===== config.mk =====
export PLATFORM = sky130hd
export DESIGN_NAME = sm_divider
export DESIGN_NICKNAME = d
export VERILOG_FILES = /design/src/rtl/sm_divider.sv
export SDC_FILE = /design/constraint.sdc
export NUM_CORES = 1
export LEC_CHECK = 0
export BUFFER_PORTS_ARGS = -buffer_cell sky130_fd_sc_hd__buf_2
export CAP_MARGIN = 20
export CORE_UTILIZATION = 52
export DETAILED_ROUTE_END_ITERATION = 7
export PLACE_DENSITY = 0.82
export SETUP_SLACK_MARGIN = 0.15
export SLEW_MARGIN = 0
export SYNTH_ARGS = -nofsm -noshare
export SYNTH_HDL_FRONTEND = slang
export SYNTH_SLANG_ARGS = --single-unit

===== constraint.sdc =====
create_clock -name clk -period 2.4 [get_ports clk]
set_input_delay 0.48 -clock clk [delete_from_list [all_inputs] [get_ports clk]]
set_output_delay 0.48 -clock clk [all_outputs]
set_load 0.01 [all_outputs]

===== src/rtl/sm_divider.sv =====
// Iterative restoring divider on N-bit sign-magnitude words, one quotient bit per cycle.
// Valid/ready on both sides; the result is held in DONE until out_ready.
module sm_divider #(
   parameter int N = 16
) (
   input  logic         clk,
   input  logic         rst_n,
   input  logic         in_valid,
   output logic         in_ready,
   input  logic [N-1:0] a,
   input  logic [N-1:0] b,
   output logic         out_valid,
   input  logic         out_ready,
   output logic [N-1:0] q,
   output logic [N-1:0] r,
   output logic         div_by_zero
);

   localparam int M  = N - 1;
   localparam int CW = $clog2(M);

   typedef enum logic [1:0] {IDLE, CALC, DONE} state_t;

   state_t        state;
   logic [M-1:0]  dvd;
   logic [M-1:0]  dvs;
   logic [M-1:0]  quo;
   logic [M-1:0]  rem;
   logic [CW-1:0] cnt;
   logic          sign_q;
   logic          sign_r;
   logic          dbz;

   logic [N-1:0]  p_shift;
   logic [M-1:0]  p_diff;
   logic          take;

   // The remainder is always below |b|, so its top bit lives only in p_shift.
   always_comb begin
      p_shift = {rem, dvd[M-1]};
      take    = (p_shift >= {1'b0, dvs});
      p_diff  = p_shift[M-1:0] - dvs;
   end

   always_ff @(posedge clk or negedge rst_n) begin
      if (!rst_n) begin
         state       <= IDLE;
         in_ready    <= 1'b0;
         out_valid   <= 1'b0;
         q           <= '0;
         r           <= '0;
         div_by_zero <= 1'b0;
         dvd         <= '0;
         dvs         <= '0;
         quo         <= '0;
         rem         <= '0;
         cnt         <= '0;
         sign_q      <= 1'b0;
         sign_r      <= 1'b0;
         dbz         <= 1'b0;
      end else begin
         case (state)
            IDLE: begin
               if (in_valid && in_ready) begin
                  in_ready <= 1'b0;
                  dvd      <= a[M-1:0];
                  dvs      <= b[M-1:0];
                  sign_q   <= a[N-1] ^ b[N-1];
                  sign_r   <= a[N-1];
                  rem      <= '0;
                  quo      <= '0;
                  cnt      <= '0;
                  dbz      <= (b[M-1:0] == '0);
                  state    <= (b[M-1:0] == '0) ? DONE : CALC;
               end else begin
                  in_ready <= 1'b1;
               end
            end
            CALC: begin
               rem <= take ? p_diff : p_shift[M-1:0];
               dvd <= {dvd[M-2:0], 1'b0};
               quo <= {quo[M-2:0], take};
               cnt <= cnt + 1'b1;
               if (cnt == CW'(N - 2))
                  state <= DONE;
            end
            DONE: begin
               // First DONE cycle formats the result; later cycles wait for the consumer.
               if (!out_valid) begin
                  out_valid   <= 1'b1;
                  div_by_zero <= dbz;
                  if (dbz) begin
                     q <= {sign_q, {M{1'b1}}};
                     r <= (dvd == '0) ? '0 : {sign_r, dvd};
                  end else begin
                     q <= {sign_q & (|quo), quo};
                     r <= {sign_r & (|rem), rem};
                  end
               end else if (out_ready) begin
                  out_valid <= 1'b0;
                  in_ready  <= 1'b1;
                  state     <= IDLE;
               end
            end
            default: state <= IDLE;
         endcase
      end
   end

endmodule

==> metrics.md <==
| Metric | Value |
|---|---|
| Status | `finished with violations` |
| Failing checks | `negative setup slack` |
| Final Setup Violations | `5` |
| Die X | `slightly above 100 um` |
| CP endpoint kind | `flop` |
| Seq/Total Area, Yosys | `48.7%` |
| Yosys cell types | `54` |
| Inserted Diodes | `0` |
| Clk Latency, worst-skew pair | `0.38 ns` |
| GP Congestion | `just over 0.9` |
| CTS Sinks | `~100` |
| GRT busiest layer | `met2` |
| Final min period | `between 2 and 2.5 ns` |
| Mapped cell area | `0.00534 mm2` |
| Boundary pin count | `between 70 and 80` |
| FF-to-FF End | `rem[0]` |
| Power per Cell Area | `roughly 1800 mW/mm2` |
| Worst EP required | `~2.7 ns` |
| Largest area contributor in the netlist | `dfrtp_1` |
| Lkg Pwr | `roughly 0.0029 uW` |
| CTS tree | `yes` |
| Fillers | `768` |
| Final WL | `approximately 14 mm` |
| Area growth syn-to-layout | `20.4%` |
| Root Buffer | `clkbuf_8` |
| Multi-input logic area | `0.00263 mm2` |
| Initial antenna violation count | `0` |
| Routed via count | `around 4800` |
| Most frequent cells in the layout | `dfrtp_1, nor2_1, nand2_1, buf_2, buf_4` |
| Number of remaining DRC errors | `0` |
| Clock Skew | `approximately 0.013 ns` |
| Post-synth ARST share | `100%` |
| Vias per cell | `between 5 and 6` |
| Pwr Total | `between 10000 and 15000 uW` |
| Post-synth EDFFs | `0` |
| DRT Pass-1 Iters | `5` |
| Share of the synthesized area in the top cell type | `48.7%` |
| CP Data Arrival Time | `about 2.8 ns` |
| Top_reg_cell synth | `dfrtp_1` |
| Layout Nets | `741` |
| DR iter-0 viols | `340` |
| Worst slew margin | `between 20% and 30%` |
| M3 GR Usage | `under 10%` |
| HPWL after DPL | `around 9.7 mm` |
| H-Tree Depth | `3` |
| VDD IR max | `1040 uV` |
| Die height | `between 100 and 150 um` |
| Synth Warn # | `0` |
| Hold_buf cts | `0` |
| Synth Instances | `~600` |
| Pin count of the biggest net entering global routing | `around 50` |
| Bufs on Longest Clock Path | `2` |
| Core box area | `between 0.009 and 0.01 mm2` |
| MaxCap Viol Count | `0` |
| Global-route wire length before repair | `~22 mm` |
| Critical path type | `reg2reg` |
| ANT nets after route | `0` |
| Syn Nets | `between 600 and 700` |
| GRT met2 Usage | `~44%` |
| Clk slew on worst S/H paths | `about 0.11 ns` |
| Slew @ Worst Pin | `about 1.1 ns` |
| Start of the worst register-to-register path | `dvs[14]` |
| Crit Path Max Fanout | `4` |
| Syn Area/Cell | `~9.1 um2` |
| FF+latch count, synth | `104` |
| Reg2reg path depth | `9` |
| GRT overflow | `0` |
| Die area | `between 0.01 and 0.015 mm2` |
| Vias in the first global route | `~4600` |
| Max Freq | `407 MHz` |
| Cell row count | `36` |
| Crit path launch type | `flop` |
| Slew Limit Fails | `0` |
| RSZ-0062 raised after global routing | `yes` |
| Synth top area cells | `dfrtp_1, nor2_1, nand2_1` |
| Gr usage total | `27.4%` |
| Starting Density | `~54%` |
| R2R setup slack | `-0.06 ns` |
| Cts bufs inserted | `9` |
| Final cycle utilization of the critical path | `102%` |
| Share of cells above drive strength 1 | `between 20% and 30%` |
| WL per Instance | `approximately 17 um` |
| Port bufs | `70` |
| Commonest non-fill, non-tap cell in the layout | `dfrtp_1` |
| Worst setup margin | `-0.0550 ns` |
| Worst hold slack | `0.0480 ns` |
| Met1 usage | `a little over a third` |
| FF+latch area | `~0.0026 mm2` |
| Worst hold path class | `in2async` |
| Endpoints failing hold | `0` |
sequential cells by signal (all words and copies together), names as in the netlist:
register     count
out_valid        1
rem             15
r               16
quo             15
cnt              4
dbz              1
q               16
div_by_zero      1
state            2
in_ready         1
dvd             15
sign_q           1
sign_r           1
dvs             15
synth_stat cells (7+ instances only):
cell / instances
o21ai_1: 13
o21ai_0: 44
mux2i_1: 24
nor2b_1: 7
nand4_1: 7
nand3_1: 17
clkbuf_1: 25
inv_1: 20
dfrtp_1: 104
ha_1: 17
nor4_1: 13
o22ai_1: 15
nand2_1: 70
a21oi_1: 45
nor2_1: 78
where the power goes:
group          switching (uW)  internal, uW  total, uW
clock                     657           420       1080
sequential                714          2600       3310
combinational            3880          3010       6890
total                    5260          6030      11300
final cells by class:
class | instances | area share [%]
repair buffers | 123 | 11.9
flip-flops and latches | 104 | 40.5
multi-input cells | 429 | 40.9
inverters | 20 | 1.17
well taps | 133 | 2.59
clock buffers | 10 | 2.14
clock inverters | 6 | 0.817
critical path, cell delays in order, from the launching register on:
cell and delay [ns]:
dfrtp_1 0.38, inv_1 0.12, ha_1 0.31, a211oi_1 0.36, nand2_1 0.20, a31oi_2 0.39
a21o_1 0.17, buf_4 0.13, mux2i_1 0.18, o2bb2ai_1 0.13
through the flow:
| step | setup TNS, ns | instances | area, um2 | setup slack, ns | util [%] |
|---|---|---|---|---|---|
| floorplan | 0 | 590 | 5360 | 0.186 | - |
| global placement | 0 | 798 | 6060 | 0.0694 | 61.4 |
| detailed placement | -0.000409 | 798 | 6060 | -0.000409 | 61.4 |
| CTS | 0 | 818 | 6320 | 0.0922 | 64.1 |
| global route | -1.07 | 825 | 6430 | -0.139 | 65.2 |
| finish | -0.200 | 825 | 6430 | -0.0550 | 65.2 |
worst max path at each step:
stage / startpoint / endpoint / slack, ns / cells past startpoint
after floorplan: dvd[14] / rem[1] / 0.19 / 11
after global placement: dvd[14] / rem[14] / 0.07 / 11
after detailed placement: dvd[14] / rem[14] / -0.0004 / 11
after CTS: dvd[14] / rem[14] / 0.09 / 11
after global routing: dvd[14] / rem[14] / -0.14 / 11
final: dvs[14] / rem[0] / -0.06 / 9
repair_timing:
item	CTS	global route
pin swaps	10	8
endpoints found under the setup margin	16	16
gates resized for setup	11	10
setup buffers	4	6
cloned	0	1
routing by layer:
metal	part of all wire, %	vias up
li1	-	2264
met1	42	2299
met5	0	-
met4	4.7	0
met2	47	221
met3	6.2	54
cell families (layout without fill, tap and decap cells):
logic type	count (synthesis)	after routing	synth area share, %
compound gates	153	154	16.9
xor+xnor	10	10	1.64
fa+ha+maj	18	18	4.36
buf+inv	58	159	4.52
flops	104	104	48.7
mux	27	27	5.13
simple gates	220	220	18.8
(Power assumes the default switching activity.)
